<file path="src/rtl/convert_w_w_if.sv">
// Stream bundle for convert_w_w: input-side and output-side ready/valid signals.
// CONVERT_W_W_LAST_EN adds the i_last/o_last frame marker.
interface convert_w_w_if #(
    parameter int unsigned IN_W  = 8,
    parameter int unsigned OUT_W = 32
) ();
    logic [IN_W-1:0]  i_data;
    logic             i_rval;
    logic             o_rrdy;
    logic [OUT_W-1:0] o_data;
    logic             o_tval;
    logic             i_trdy;
`ifdef CONVERT_W_W_LAST_EN
    logic             i_last;
    logic             o_last;

    modport slave  (input  i_data, i_rval, i_trdy, i_last, output o_rrdy, o_data, o_tval, o_last);
    modport master (output i_data, i_rval, i_trdy, i_last, input  o_rrdy, o_data, o_tval, o_last);
`else
    modport slave  (input  i_data, i_rval, i_trdy, output o_rrdy, o_data, o_tval);
    modport master (output i_data, i_rval, i_trdy, input  o_rrdy, o_data, o_tval);
`endif
endinterface

</file>
<file path="src/rtl/convert_w_w.sv">
// Ready/valid stream width converter: upsize packs, downsize splits, equal width pipelines.
// Optional CONVERT_W_W_LAST_EN adds frame-end marking with early flush on upsize.
module convert_w_w #(
    parameter int unsigned IN_W  = 8,
    parameter int unsigned OUT_W = 32
) (
    input  logic          clk,
    input  logic          reset,
    convert_w_w_if.slave  bus
);
    localparam int unsigned MAX_W = (IN_W > OUT_W) ? IN_W : OUT_W;
    localparam int unsigned MIN_W = (IN_W > OUT_W) ? OUT_W : IN_W;
    localparam int unsigned RATIO = MAX_W / MIN_W;
    localparam int unsigned CNT_W = (RATIO > 1) ? $clog2(RATIO) : 1;

    logic rrdy_c;
    logic i_xfer_c;
    logic o_xfer_c;
    logic last_in_c;

    assign bus.o_rrdy = rrdy_c;
    assign i_xfer_c   = bus.i_rval & rrdy_c;
    assign o_xfer_c   = bus.o_tval & bus.i_trdy;
`ifdef CONVERT_W_W_LAST_EN
    assign last_in_c  = bus.i_last;
`else
    assign last_in_c  = 1'b0;
`endif

    if ((MAX_W % MIN_W) != 0) begin : g_illegal
        $error("convert_w_w: wider width must be an exact multiple of narrower width");
    end

    if (RATIO == 1) begin : g_equal
        logic [OUT_W-1:0] data_q, data_d;
        logic             tval_q, tval_d;

        assign rrdy_c     = ~tval_q | bus.i_trdy;
        assign bus.o_data = data_q;
        assign bus.o_tval = tval_q;

        always_comb begin
            data_d = data_q;
            tval_d = tval_q;
            if (o_xfer_c) tval_d = 1'b0;
            if (i_xfer_c) begin
                data_d = OUT_W'(bus.i_data);
                tval_d = 1'b1;
            end
        end

        always_ff @(posedge clk) begin
            if (reset) begin
                data_q <= '0;
                tval_q <= 1'b0;
            end else begin
                data_q <= data_d;
                tval_q <= tval_d;
            end
        end
`ifdef CONVERT_W_W_LAST_EN
        logic last_q;
        assign bus.o_last = last_q;
        always_ff @(posedge clk) begin
            if (reset)         last_q <= 1'b0;
            else if (i_xfer_c) last_q <= last_in_c;
        end
`endif
    end else if (OUT_W > IN_W) begin : g_up
        logic [OUT_W-1:0] asm_q, asm_d, out_q, out_d, word_c;
        logic [CNT_W-1:0] cnt_q, cnt_d;
        logic             tval_q, tval_d;
        logic             done_c;

        assign rrdy_c     = ~tval_q | bus.i_trdy;
        assign bus.o_data = out_q;
        assign bus.o_tval = tval_q;

        // Assembly register keeps upper lanes zero so an early flush needs no masking.
        always_comb begin
            word_c = asm_q;
            for (int unsigned k = 0; k < RATIO; k++) begin
                if (cnt_q == CNT_W'(k)) word_c[k*IN_W +: IN_W] = bus.i_data;
            end
        end

        assign done_c = i_xfer_c & ((cnt_q == CNT_W'(RATIO - 1)) | last_in_c);

        always_comb begin
            asm_d  = asm_q;
            out_d  = out_q;
            cnt_d  = cnt_q;
            tval_d = tval_q;
            if (o_xfer_c) tval_d = 1'b0;
            if (done_c) begin
                out_d  = word_c;
                asm_d  = '0;
                cnt_d  = '0;
                tval_d = 1'b1;
            end else if (i_xfer_c) begin
                asm_d = word_c;
                cnt_d = cnt_q + CNT_W'(1);
            end
        end

        always_ff @(posedge clk) begin
            if (reset) begin
                asm_q  <= '0;
                out_q  <= '0;
                cnt_q  <= '0;
                tval_q <= 1'b0;
            end else begin
                asm_q  <= asm_d;
                out_q  <= out_d;
                cnt_q  <= cnt_d;
                tval_q <= tval_d;
            end
        end
`ifdef CONVERT_W_W_LAST_EN
        logic last_q;
        assign bus.o_last = last_q;
        always_ff @(posedge clk) begin
            if (reset)         last_q <= 1'b0;
            else if (done_c)   last_q <= last_in_c;
            else if (o_xfer_c) last_q <= 1'b0;
        end
`endif
    end else begin : g_down
        logic [IN_W-1:0]  buf_q, buf_d;
        logic [CNT_W-1:0] cnt_q, cnt_d;
        logic             tval_q, tval_d;
        logic [OUT_W-1:0] lane_c;
        logic             at_last_c;

        assign at_last_c  = (cnt_q == CNT_W'(RATIO - 1));
        assign rrdy_c     = ~tval_q | (bus.i_trdy & at_last_c);
        assign bus.o_data = lane_c;
        assign bus.o_tval = tval_q;

        always_comb begin
            lane_c = '0;
            for (int unsigned k = 0; k < RATIO; k++) begin
                if (cnt_q == CNT_W'(k)) lane_c = buf_q[k*OUT_W +: OUT_W];
            end
        end

        // A new word captured on the final lane's handoff overrides the clear.
        always_comb begin
            buf_d  = buf_q;
            cnt_d  = cnt_q;
            tval_d = tval_q;
            if (o_xfer_c) begin
                if (at_last_c) begin
                    tval_d = 1'b0;
                    cnt_d  = '0;
                end else begin
                    cnt_d  = cnt_q + CNT_W'(1);
                end
            end
            if (i_xfer_c) begin
                buf_d  = bus.i_data;
                cnt_d  = '0;
                tval_d = 1'b1;
            end
        end

        always_ff @(posedge clk) begin
            if (reset) begin
                buf_q  <= '0;
                cnt_q  <= '0;
                tval_q <= 1'b0;
            end else begin
                buf_q  <= buf_d;
                cnt_q  <= cnt_d;
                tval_q <= tval_d;
            end
        end
`ifdef CONVERT_W_W_LAST_EN
        logic last_q;
        assign bus.o_last = tval_q & last_q & at_last_c;
        always_ff @(posedge clk) begin
            if (reset)         last_q <= 1'b0;
            else if (i_xfer_c) last_q <= last_in_c;
        end
`endif
    end
endmodule

</file>
<file path="src/flat_wrapper.sv">
// flat-port wrapper written by rule: the top's interface ports become plain ports
module convert_w_w_flat 
#(
    parameter int unsigned IN_W  = 8,
    parameter int unsigned OUT_W = 32
)
  (clk, reset, bus_i_data, bus_i_rval, bus_i_trdy, bus_o_rrdy, bus_o_data, bus_o_tval);
  convert_w_w_if #(.IN_W(IN_W), .OUT_W(OUT_W)) bus_i ();
  input  logic clk;
  input  logic reset;
  input wire logic [$bits(bus_i.i_data)-1:0] bus_i_data;
  input wire logic [$bits(bus_i.i_rval)-1:0] bus_i_rval;
  input wire logic [$bits(bus_i.i_trdy)-1:0] bus_i_trdy;
  output wire logic [$bits(bus_i.o_rrdy)-1:0] bus_o_rrdy;
  output wire logic [$bits(bus_i.o_data)-1:0] bus_o_data;
  output wire logic [$bits(bus_i.o_tval)-1:0] bus_o_tval;
  assign bus_i.i_data = bus_i_data;
  assign bus_i.i_rval = bus_i_rval;
  assign bus_i.i_trdy = bus_i_trdy;
  assign bus_o_rrdy = bus_i.o_rrdy;
  assign bus_o_data = bus_i.o_data;
  assign bus_o_tval = bus_i.o_tval;
  convert_w_w #(.IN_W(IN_W), .OUT_W(OUT_W)) u_core (.clk(clk), .reset(reset), .bus(bus_i));
endmodule
</file>
<file path="config.mk">
export PLATFORM = sky130hd
export DESIGN_NAME = convert_w_w_flat
export DESIGN_NICKNAME = d
export VERILOG_FILES = /design/src/rtl/convert_w_w_if.sv /design/src/rtl/convert_w_w.sv /design/src/flat_wrapper.sv
export SDC_FILE = /design/constraint.sdc
export NUM_CORES = 1
export LEC_CHECK = 0
export BUFFER_PORTS_ARGS = -buffer_cell sky130_fd_sc_hd__buf_2
export CAP_MARGIN = 10
export CELL_PAD_IN_SITES_DETAIL_PLACEMENT = 0
export CELL_PAD_IN_SITES_GLOBAL_PLACEMENT = 2
export CORE_MARGIN = 2
export CORE_UTILIZATION = 33
export DETAILED_ROUTE_END_ITERATION = 12
export GPL_TIMING_DRIVEN = 0
export PLACE_DENSITY_LB_ADDON = 0.1
export SLEW_MARGIN = 30
export SYNTH_ARGS = -nofsm -noshare
export SYNTH_HDL_FRONTEND = slang
export SYNTH_SLANG_ARGS = --single-unit
</file>
<file path="constraint.sdc">
create_clock -name clk -period 1.8 [get_ports clk]
set_input_delay 0.27 -clock clk [delete_from_list [all_inputs] [get_ports clk]]
set_output_delay 0.27 -clock clk [all_outputs]
set_load 0.02 [all_outputs]
</file>
======== Yosys cells after proc, flatten, opt, wreduce, memory -nomap -nowiden ========
Cells that the tools add are included.
storage, ports and cells
  flip-flop bits (word level) ............. 67
  input port bits ......................... 12
  output and inout bits ................... 34
  word-level logic and storage cells ...... 22
operators by class
  equal/unequal tests ..................... 3
  $add $sub $neg .......................... 1
  reductions and logical operators ........ 3
  bitwise operators ....................... 5
  mux-type cells .......................... 6
operators by type and width
  operator                                                          number
  8-bit 2-to-1 mux                                                  4
  2-bit == test (second input constant)                             2
  1-bit bitwise AND                                                 3
  2-bit by 1-bit adder with 2-bit output (second input constant)    1
  2-bit by 1-bit == test with 1-bit output (second input constant)  1
  2-bit zero test                                                   1
  1-bit 2-to-1 mux                                                  2
  2-bit nonzero test                                                1
  2-bit OR reduction                                                1
  1-bit NOT                                                         1
  1-bit bitwise OR                                                  1

======== Logic depth before layout (Yosys ltp) ========
Gate-level depths: netlist (run 1).
  depth after elaboration ................. 5
  mapped depth ............................ 7
  mapped depth without buffers ............ 5

======== Worst setup path after synthesis (run 1) ========
No wires, ideal clock.
  kind .................................... register to register
  start ................................... register u_core.g_up.cnt_q[0]
  end ..................................... register u_core.g_up.asm_q[10]
  path slack .............................. 0.432 ns
  setup time .............................. 0.066 ns
  clock period less this slack ............ 1.368 ns
  cell stages (with the launch flop) ...... 8
  data arrival time ....................... 1.302 ns
  buffers on the path ..................... 3
  required time ........................... 1.734 ns
  cells stage by stage .................... dfxtp_1 -> ha_1 -> and2_1 -> buf_2 -> a21o_1 -> buf_6 -> buf_6 -> a21oi_2
on the way
  longest elaborated chain between the ends .. 3
  elaborated cells on any way between the ends .. 5
  those cells by class .................... eq/ne (2); mux (1); bitwise (1); reduce/logical (1)
RTL lines
  element                              line                RTL
  start, declared                      convert_w_w.sv:71   logic [CNT_W-1:0] cnt_q, cnt_d;
  start signal, assigned               convert_w_w.sv:115  cnt_q <= cnt_d;
  2-bit == test                        convert_w_w.sv:87   assign done_c = i_xfer_c & ((cnt_q == CNT_W'(RATIO - 1)) | last_in_c);
  1-bit bitwise AND                    convert_w_w.sv:87
  2-bit OR reduction (no source line)  --
  end signal, assigned                 convert_w_w.sv:113  asm_q <= asm_d;
  end, declared                        convert_w_w.sv:70   logic [OUT_W-1:0] asm_q, asm_d, out_q, out_d, word_c;
Parallel ways exist; a longest one is shown, timed or not.
A chain may end at the register's enable or synchronous reset.

======== Worst setup path in the final report (run 1) ========
  start ................................... register u_core.g_up.cnt_q[0]
  end ..................................... register u_core.g_up.asm_q[6]
The elaborated chain is that of the path after synthesis.

==> results of run 1 <==
## report_power, final
group / total, W / switching, W / internal (W)
logic: 0.000288 / 0.000183 / 0.000105
clock network: 0.00138 / 0.000564 / 0.000817
registers: 0.00136 / 0.0000171 / 0.00134
total: 0.00302 / 0.000764 / 0.00226
## final cells by class
class	instances	area, µm²
inverter	4	17.5
clock inverter	6	88.8
multi-input combinational	190	1250
timing repair buffer	44	220
sequential	59	1180
clock buffer	10	138
tap	102	128
fill	798	4500
buffer	29	165
## cells by family after synthesis
| group | after synthesis |
|---|---|
| DFF | 59 |
| buffers and inverters | 34 |
| muxes | 24 |
| AOI/OAI and AO/OA | 118 |
| and+or+nand+nor | 44 |
| adders and majority gates | 4 |
## how the worst max path moves through the flow
stage                       endpoint  cells past startpoint
6_report        u_core.g_up.asm_q[6]                      7
5_1_grt         u_core.g_up.asm_q[1]                      7
4_1_cts                   bus_o_rrdy                      5
3_5_place_dp    u_core.bus.o_data[6]                      6
3_3_place_gp    u_core.bus.o_data[8]                      6
2_1_floorplan  u_core.g_up.asm_q[10]                      7
## stage by stage
step	instance area, µm²	instances	hold slack [ps]	power (W)
2_1_floorplan	2620	283	415	0.00158
3_3_place_gp	2960	429	463	0.00167
3_5_place_dp	2960	429	467	0.00167
4_1_cts	3190	445	270	0.00306
5_1_grt	3180	444	284	0.00314
6_report	3180	444	283	0.00302
## registers in the layout, indices dropped and copies added, names as in the netlist
signal / cells
u_core.bus.o_data: 32
u_core.bus.o_tval: 1
u_core.g_up.asm_q: 24
u_core.g_up.cnt_q: 2
## worst reg2reg max path, stage by stage (launching register included)
cell and delay (ps):
dfxtp_1 330, inv_1 110, ha_1 160, buf_4 210, and2_1 150, clkbuf_1 300, nand3_1 150, a21oi_2 130
## per-layer routing
metal / part of all wire [%] / global-route usage [%] / vias up
li1: - / - / 1140
met1: 54 / 28.4 / 1065
met2: 40 / 23.7 / 45
met3: 3.9 / 2.90 / 9
met4: 1.5 / 6.62 / 0
met5: 0 / 0 / -
## cell usage in the layout, fill, tap and decap left out, types with 2 or more instances in the layout
cell        Yosys  layout
and2_1          3       3
buf_4           2       2
inv_1           3       3
bufinv_16       0       2
clkbuf_1        8       8
clkinvlp_4      0       2
a21oi_2        20      20
mux2i_1        24      24
nand2_1         3       3
buf_2          14      57
ha_1            4       4
clkbuf_8        0      10
a211oi_1       24      24
a21oi_1        39      39
clkbuf_2        2       2
o21ai_0        34      34
buf_6           4       4
nand3_1        34      34
dfxtp_1        59      59
==> impl_results.md, run 1 <==
- PostCTS Resize Cnt: 0
- Outcome: finished clean
- Count of buffer and inverter cells on the critical path: 3
- Count of antenna diodes in the layout: 0
- Total iterations of the first detailed-routing run: 4
- Area inside the core boundary: about 0.0077 mm²
- Post-Synthesis Mean Instance Area: 9.24 µm²
- Post-DR vias/cell: 5.09
- Floorplan die height: 93.0 µm
- Synth area leaders: dfxtp_1, mux2i_1, a21oi_1, a211oi_1, a21oi_2
- Latest clock arrival within the worst-skew pair: 340 ps
- Syn Inst Count: 283
- Sum Neg Setup Slack: 0 ps
- Fin nets: 353
- Startpoint of the worst hold path: bus_i_data[3]
- Worst reg2reg path depth: 7
- Maximum Capacitance Violations: 0
- Largest vdd supply drop: approximately 320 µV
- Cell chosen for the clock root: clkbuf_8
- Worst setup path class: reg -> reg
- Number of antenna violations at the first check in global routing: 0
- Number of rows created at floorplan: 32
- Setup violators final: 0
- Routability cong.: 0.725
- Worst path top cell family by delay: buffers and inverters
- Crit path cell chain: inv_1 > ha_1 > buf_4 > and2_1 > clkbuf_1 > nand3_1 > a21oi_2
- Slowest stage cell on the critical path: dfxtp_1
- Vias after detailed routing: 2259
- Width of the die: about 93 µm
- Cell type contributing the most total cell area after synthesis: dfxtp_1
- Synth Area in XOR/XNOR: 0%
- Critical Path AT: roughly 1900 ps
- Number of global-route vias before repair: 2058
- Slew at the pin closest to its max-slew limit: 505 ps
- Final number of hold-violating endpoints: 0
- Worst stage delay on the critical path: roughly 330 ps
- Endpoint kind of the worst setup timing path: flip-flop
- CTS buffer count: 9
- Count of different cell masters after synthesis: 22
- Clock edge transition at the registers on the reported setup and hold paths: 70 ps
- Post-synth EDFFs: 0
- Largest family of logic cells by synthesized area: compound AO/OA/AOI/OAI gates
- Synthesized Nets: about 300
- Share of synthesized registers carrying an async set or reset: 0%
- I/O pins: 46
- Tot GR Track Use: 17.9%
- Hold Path Depth: 3
- Initial detailed-routing violation count: 191
- Cell with the most instances after synthesis: dfxtp_1
- Synthesized-area fraction occupied by ao, oa, aoi and oai cells: 27.8%
- Remaining global-route overflow: 0
- Hold Buf Count CTS: 0
- Required time at the endpoint of the critical path: 2070 ps
- Hold crit path type: in -> reg
- Core Util, Final: between 40 and 50%
- Tmin final: between 1500 and 2000 ps
- Synth Area in Adders: 1.91%
- Setup repair after global routing missed its margin: no
- Launching element type of the critical path: flip-flop
- Port bufs: 44
- Part of the Yosys area used for sequential elements: between 40% and 50%
- Worst min-delay path endpoint: u_core.g_up.asm_q[3]
- Final Worst Setup Slack: 208 ps
- Share of layout cells above drive strength 1: roughly 31%
- Worst reg2reg path endpoint: u_core.g_up.asm_q[6]
- Worst-path maximum fanout: 10
- Critical path startpoint: u_core.g_up.cnt_q[0]
- Achievable Freq: roughly 0.63 GHz
- HPWL after detailed placement: roughly 5 mm
- Pleak: 1.20 nW
- Share of the synthesized area in the top cell type: 45.2%
- Synthesis-to-layout area growth: 21.8%
- Leading cell types by count after synthesis: dfxtp_1, a21oi_1, nand3_1, o21ai_0
- Slew HR: 66.3%
- Final clock skew: 6.02 ps
- Detail Route Antenna Nets: 0
- Number of warnings printed during yosys synthesis: 0
- Area share of and/or/nand/nor cells after synthesis: about 8.7%
- Fin crit share: 88.4%
- Global-route wire length before repair: 11.8 mm
- Reg2reg setup slack: 210 ps
- CTS tree: done
- Pwr dens: 950 mW/mm²
- Proportion of synthesized area in mux cells: 9.19%
- Maximum number of pins on one net before global-route repair: 12
- R2r startpoint: u_core.g_up.cnt_q[0]
- Pins over their slew limit: 0
- Cell area after synthesis: 0.00262 mm²
- Routed length per placed instance: 16.9 µm
- Level count of the clock H-tree: 3
- Flops & latches, synth: 59
- Total length of routed wires: 7.51 mm
- Number of clock sinks: 59
- Ys flop type: dfxtp_1
- Starting density of the core: 34.0%
- Number of buffers inserted to repair setup after CTS: 0
- DP Worst Slack: 186 ps
- Area of the die: 0.00865 mm²
- Worst-case clock buffer depth: 2
- Post-detailed-route DRC marker count: 0
Note: power is estimated with default switching activity, not from simulation.
==> run 2: changes to the inputs <==
--- a/config.mk
+++ b/config.mk
@@ -9,7 +9,6 @@
 export CAP_MARGIN = 10
 export CELL_PAD_IN_SITES_DETAIL_PLACEMENT = 0
 export CELL_PAD_IN_SITES_GLOBAL_PLACEMENT = 2
-export CORE_MARGIN = 2
 export CORE_UTILIZATION = 33
 export DETAILED_ROUTE_END_ITERATION = 12
 export GPL_TIMING_DRIVEN = 0
==> constraint.sdc (replaced) <==
create_clock -name clk -period 1.61 [get_ports clk]
set_input_delay 0.2415 -clock clk [delete_from_list [all_inputs] [get_ports clk]]
set_output_delay 0.2415 -clock clk [all_outputs]
set_load 0.02 [all_outputs]
==> run 2 against run 1 <==
The flow now finishes with violations (DRC). Final cell count up 0.23%. Global-route usage grew 1.6 points. Count of clock-buffer cells in the layout grew 1. Design area up 0.83%. Largest power group is now sequential cells. First-iteration DRC count fell by 1.6%. Clock skew about the same. Combinational power is 14% higher. Power is 7.1% higher. Largest cell class unchanged.
==> impl_results.md, run 2 (synthesized netlist as in run 1, its figures left out) <==
- Achievable Freq: 0.645 GHz
- Level count of the clock H-tree: 3 (unchanged)
- Most common library cell in the layout ignoring fill and taps: dfxtp_1
- Width of the die: 91.0 µm (-2.2%)
- Fin crit share: 96.4%
- Reg2reg setup slack: 60 ps (-150 ps)
- Pleak: 1.20 nW (+0.61%)
- Remaining global-route overflow: 0 (unchanged)
- Clock power frac: 43.1% (-2.5 points)
- Startpoint of the worst hold path: bus_i_data[3]
- Synthesis-to-layout area growth: 22.8%
- Worst reg2reg path depth: 6 (-1)
- Worst setup path class: reg -> out
- Number of standard cells in the final layout excluding fillers: 445 (+0.23%)
- Share of layout cells above drive strength 1: 32.1% (+1.4 points)
- Critical Path AT: 1310 ps (-560 ps)
- Post-DR vias/cell: 5.08 (-0.14%)
- Final clock skew: 6.27 ps (+0.250 ps)
- Worst-path maximum fanout: 10 (unchanged)
- Number of antenna violations at the first check in global routing: 0 (unchanged)
- Slew HR: 64.6% (-1.7 points)
- Number of clock sinks: 59 (unchanged)
- Worst Hold Margin: 242 ps (-41.3 ps)
- Maximum number of pins on one net before global-route repair: 11 (-1)
- Vias after detailed routing: 2261 (+0.089%)
- Setup violators final: 0 (unchanged)
- R2r startpoint: u_core.g_up.cnt_q[1]
- Switching part of the total power: 25.8% (+0.51 points)
- Number of rows created at floorplan: 32 (unchanged)
- Part of the total power dissipated in combinational logic: 10.1% (+0.6 points)
- Total length of routed wires: 7.58 mm (+0.95%)
- P_sw: 0.000835 W (+9.3%)
- Endpoint kind of the worst setup timing path: output pin
- Worst reg2reg path endpoint: u_core.bus.o_data[9]
- Number of global-route vias before repair: 2146 (+4.3%)
- Core Util, Final: 41.8% (+0.34 points)
- Hold crit path type: in -> reg
- Floorplan die height: 91.0 µm (-2.2%)
- Cell Int Power: 0.00241 W (+6.4%)
- Port bufs: 44 (unchanged)
- Required time at the endpoint of the critical path: 1370 ps (-700 ps)
- Initial detailed-routing violation count: 188 (-1.6%)
- Violated checks: DRC
- Share of total power in sequential cells: 46.8% (+1.9 points)
- Pwr dens: 1010 mW/mm² (+6.3%)
- Routability cong.: 0.747 (+3.1%)
- Leading cell types in the layout, fill and taps excluded: dfxtp_1, buf_2, a21oi_1
- HPWL after detailed placement: 5.10 mm (-0.71%)
- Global-route wire length before repair: 12.3 mm (+4.4%)
- Hold Path Depth: 3 (unchanged)
- Launching element type of the critical path: flip-flop
- Worst min-delay path endpoint: u_core.g_up.asm_q[3]
- Clock edge transition at the registers on the reported setup and hold paths: 70 ps (about the same)
- Pins over their slew limit: 0 (unchanged)
- Final number of hold-violating endpoints: 0 (unchanged)
- Outcome: complete, but fails checks
- Routed length per placed instance: 17.0 µm (+0.72%)
- Detail Route Antenna Nets: 0 (unchanged)
- I/O pins: 46 (unchanged)
- Count of antenna diodes in the layout: 0 (unchanged)
- Post-detailed-route DRC marker count: 1 (+1)
- CTS tree: done
- Fin nets: 355 (+0.57%)
- Cell chosen for the clock root: clkbuf_8
- Latest clock arrival within the worst-skew pair: 340 ps (about the same)
- Total iterations of the first detailed-routing run: 8 (+4)
- Area inside the core boundary: 0.00769 mm² (unchanged)
- Tmin final: 1550 ps
- Tot GR Track Use: 19.4% (+1.6 points)
- Number of flip-flops in the largest register: 32 (unchanged)
- CTS buffer count: 9 (unchanged)
- Instance count after placement with tap cells included: 429 (unchanged)
- Area of the die: 0.00828 mm² (-4.3%)
- Worst-case clock buffer depth: 2 (unchanged)
- Starting density of the core: 34.0% (unchanged)
- Maximum Capacitance Violations: 0 (unchanged)
- Sum Neg Setup Slack: 0 ps (unchanged)
- Setup repair after global routing missed its margin: no
- Largest vdd supply drop: 335 µV (+5.8%)
- Slew at the pin closest to its max-slew limit: 530 ps (+25.2 ps)
run 2: changes by cell type in the layout (fill, tap and decap cells not counted), moves of 3 or more:
cell,before,now
buf_2,57,51
buf_4,2,7
clkbuf_4,0,3
o21ai_0,34,31
o21ai_1,0,3
run 2: layer usage:
layer	share of wire, %	global-route usage [%]	routed length, µm	vias to the layer above
li1	-	-	-	1137
met1	53	30.0	4040	1067
met2	42	26.0	3160	48
met3	3.9	3.94	299	9
met4	1.0	6.88	79	0
met5	0	0	0	-
run 2: worst max-delay path by stage:
stage | end | cells past startpoint | slack (ps) | start
6_report | bus_o_rrdy | 5 | 60 | u_core.bus.o_tval
5_1_grt | u_core.bus.o_data[9] | 6 | 1 | u_core.g_up.cnt_q[0]
4_1_cts | u_core.g_up.asm_q[7] | 7 | 6 | u_core.g_up.cnt_q[0]
3_5_place_dp | u_core.g_up.asm_q[7] | 7 | 20 | u_core.g_up.cnt_q[0]
3_3_place_gp | u_core.g_up.asm_q[4] | 7 | 40 | u_core.g_up.cnt_q[0]
2_1_floorplan | u_core.g_up.asm_q[10] | 7 | 240 | u_core.g_up.cnt_q[0]
run 2: metrics by stage:
stage	setup WS, ps	cell area [µm²]	power (W)
finish	58.5	3210	0.00324
CTS	6.10	3170	0.00326
detailed placement	24.8	2960	0.00187
global placement	38.5	2960	0.00187
floorplan	242	2620	0.00176
global route	1.22	3210	0.00338
run 2: critical path: stages (launching register included):
cell and delay (ps):
dfxtp_1 310, nor2b_2 150, buf_6 130, inv_4 80, buf_6 150, buf_4 150
run 2: cell type report:
class,instances,area [µm²]
clock buffer,11,151
clock inverter,4,50.0
timing repair buffer,46,238
fill,827,4480
buffer,29,185
sequential,59,1180
multi-input combinational,190,1260
inverter,4,17.5
tap,102,128
run 2: what timing repair did:
item,CTS,global route
gates cloned,0,0
endpoints found under the setup margin,1,46
setup buffers,0,2
hold buffers,0,0
gates resized for setup,3,14
run 2: power by group through the flow:
stage               logic, W  registers (W)  clock network, W
detailed placement  0.000323        0.00155                 0
global placement    0.000323        0.00155                 0
CTS                 0.000324        0.00152           0.00142
global route        0.000356        0.00152           0.00150
finish              0.000328        0.00152           0.00140
floorplan           0.000205        0.00156                 0
==> run 3: changes to the inputs <==
--- a/config.mk
+++ b/config.mk
@@ -12,7 +12,7 @@
 export CORE_UTILIZATION = 33
 export DETAILED_ROUTE_END_ITERATION = 12
 export GPL_TIMING_DRIVEN = 0
-export PLACE_DENSITY_LB_ADDON = 0.1
+export PLACE_DENSITY = 0.84
 export SLEW_MARGIN = 30
 export SYNTH_ARGS = -nofsm -noshare
 export SYNTH_HDL_FRONTEND = slang
==> run 3 against run 2 <==
The run now ends clean. Worst setup slack better by 5.6 ps. Sequential power barely moved. Via count increased by 2.1%. Count of clock-buffer cells in the layout is the same. Register-to-register slack improved by 50 ps. Clock skew shrank 0.73 ps. Power is 1.8% lower. Critical path depth unchanged. Die area is the same. Wire length fell by 6.6%. Combinational power fell by 2%. Largest cell class unchanged.
==> impl_results.md, run 3 (synthesized netlist as in run 1, its figures left out) <==
- Outcome: finished clean
- Fin crit share: 96.0% (-0.35 points)
- Number of global-route vias before repair: 2096 (-2.3%)
- Global-route wire length before repair: 11.2 mm (-8.6%)
- Total length of routed wires: 7.08 mm (-6.6%)
- Area taken by flip-flops and latches: 0.00118 mm² (+0.11%)
- Endpoint kind of the worst setup timing path: output pin
- Routability cong.: 0.735 (-1.5%)
- Area inside the core boundary: 0.00769 mm² (unchanged)
- Number of clock sinks: 59 (unchanged)
- Remaining global-route overflow: 0 (unchanged)
- Width of the die: 91.0 µm (unchanged)
- Critical Path AT: 1300 ps (about the same)
- CTS buffer count: 9 (unchanged)
- Post-DR vias/cell: 5.19 (+2.1%)
- Share of layout cells above drive strength 1: 32.4% (+0.29 points)
- Setup violators final: 0 (unchanged)
- Vias after detailed routing: 2308 (+2.1%)
- Maximum number of pins on one net before global-route repair: 11 (unchanged)
- Worst-case clock buffer depth: 2 (unchanged)
- Post-detailed-route DRC marker count: 0 (-1)
- CTS tree: done
- I/O pins: 46 (unchanged)
- Tot GR Track Use: 17.5% (-1.9 points)
- Area of the multi-input gates: 0.00127 mm² (+1.1%)
- Worst-path maximum fanout: 10 (unchanged)
- Final clock skew: 5.53 ps (-0.734 ps)
- Launching element type of the critical path: flip-flop
- Pins over their slew limit: 0 (unchanged)
- Slew at the pin closest to its max-slew limit: 576 ps (+45.6 ps)
- Fin nets: 354 (-0.28%)
- Count of filler cells inserted in the layout: 811 (-1.9%)
- Required time at the endpoint of the critical path: 1370 ps (about the same)
- Maximum Capacitance Violations: 0 (unchanged)
- Largest vdd supply drop: 513 µV (+53%)
- Pleak: 1.21 nW (+0.11%)
- Level count of the clock H-tree: 3 (unchanged)
- Synthesis-to-layout area growth: 23.2%
- Achievable Freq: 0.647 GHz (+0.36%)
- Worst setup path class: reg -> out
- Most common library cell in the layout ignoring fill and taps: dfxtp_1
- Number of antenna violations at the first check in global routing: 0 (unchanged)
- Area of all placed cells without fillers: 0.00322 mm² (+0.31%)
- Tmin final: 1550 ps (-5.58 ps)
- Hold Buf Count CTS: 0 (unchanged)
- Pwr dens: 988 mW/mm² (-2.1%)
- Cell chosen for the clock root: clkbuf_8
- Slew HR: 61.6% (-3.0 points)
- Hold crit path type: in -> reg
- Final number of hold-violating endpoints: 0 (unchanged)
- Latest clock arrival within the worst-skew pair: 340 ps (about the same)
- Area of the die: 0.00828 mm² (unchanged)
- Clock edge transition at the registers on the reported setup and hold paths: 70 ps (about the same)
- Initial detailed-routing violation count: 220 (+17%)
- HPWL after detailed placement: 4.89 mm (-4.1%)
- Placed Instance Area: 0.00296 mm² (unchanged)
- Routed length per placed instance: 15.9 µm (-6.6%)
- Total iterations of the first detailed-routing run: 4 (-4)
- Leading cell types in the layout, fill and taps excluded: dfxtp_1, buf_2, a21oi_1
- Sum Neg Setup Slack: 0 ps (unchanged)
- Count of antenna diodes in the layout: 0 (unchanged)
- Floorplan die height: 91.0 µm (unchanged)
- Detail Route Antenna Nets: 0 (unchanged)
- Setup repair after global routing missed its margin: yes
- Number of flip-flops in the largest register: 32 (unchanged)
- Number of rows created at floorplan: 32 (unchanged)
- Port bufs: 44 (unchanged)
- Starting density of the core: 34.0% (unchanged)
-- run 3: cell count changes in the layout (fill, tap and decap cells not counted), moves of 2 or more --
cell      before  now
a211oi_1      23   21
a211oi_2       1    3
clkbuf_4       3    1
clkinv_2       1    3
-- run 3: layout make-up --
type                    instances  area share [%]
multi-input cells             190            39.5
inverters                       4           0.544
flip-flops and latches         59            36.7
well taps                     102            3.96
clock buffers                  11            4.39
clock inverters                 5            1.63
repair buffers                 45            7.54
plain buffers                  29            5.67
-- run 3: final timing paths --
path | start | to | slack (ps) | cells after the start
max | u_core.bus.o_tval | bus_o_rrdy | 60 | 5
min | bus_i_data[3] | u_core.g_up.asm_q[3] | 240 | 3
max reg2reg | u_core.g_up.cnt_q[0] | u_core.g_up.asm_q[8] | 110 | 7
min reg2reg | u_core.g_up.asm_q[0] | u_core.g_up.asm_q[0] | 470 | 2
-- run 3: metal layers --
metal	up-vias	GRT usage (%)	share of wire (%)
met1	1105	24.9	50
met5	-	0	0
met3	12	2.60	4.7
met4	0	8.33	1.7
li1	1139	-	-
met2	52	25.9	44
-- run 3: stage by stage --
stage                     hold slack, ps  setup WS [ps]  util (%)  total power, W  instances
after floorplan                      386            242         -         0.00176        283
after global placement               459           66.5      38.5         0.00186        429
after detailed placement             465           35.2      38.5         0.00187        429
after CTS                            231           18.6      41.2         0.00320        445
after global routing                 242          -2.38      41.9         0.00330        445
final                                240           64.0      41.9         0.00318        445
-- run 3: critical path, cell delays in order (launching register included) --
cell and delay (ps):
dfxtp_2 320, nor2b_4 120, buf_6 130, inv_4 90, buf_6 150, buf_4 150
-- run 3: what timing repair did --
action | in CTS | in global routing
endpoints found under the setup margin | 1 | 43
pin swaps | 0 | 0
setup buffers | 0 | 1
resized for setup | 3 | 17
-- run 3: report_power, final --
part | total (W) | internal (W) | switching (W)
clock | 0.00134 | 0.000749 | 0.000594
combinational | 0.000321 | 0.000119 | 0.000202
sequential | 0.00152 | 0.00150 | 0.0000196
total | 0.00318 | 0.00237 | 0.000815
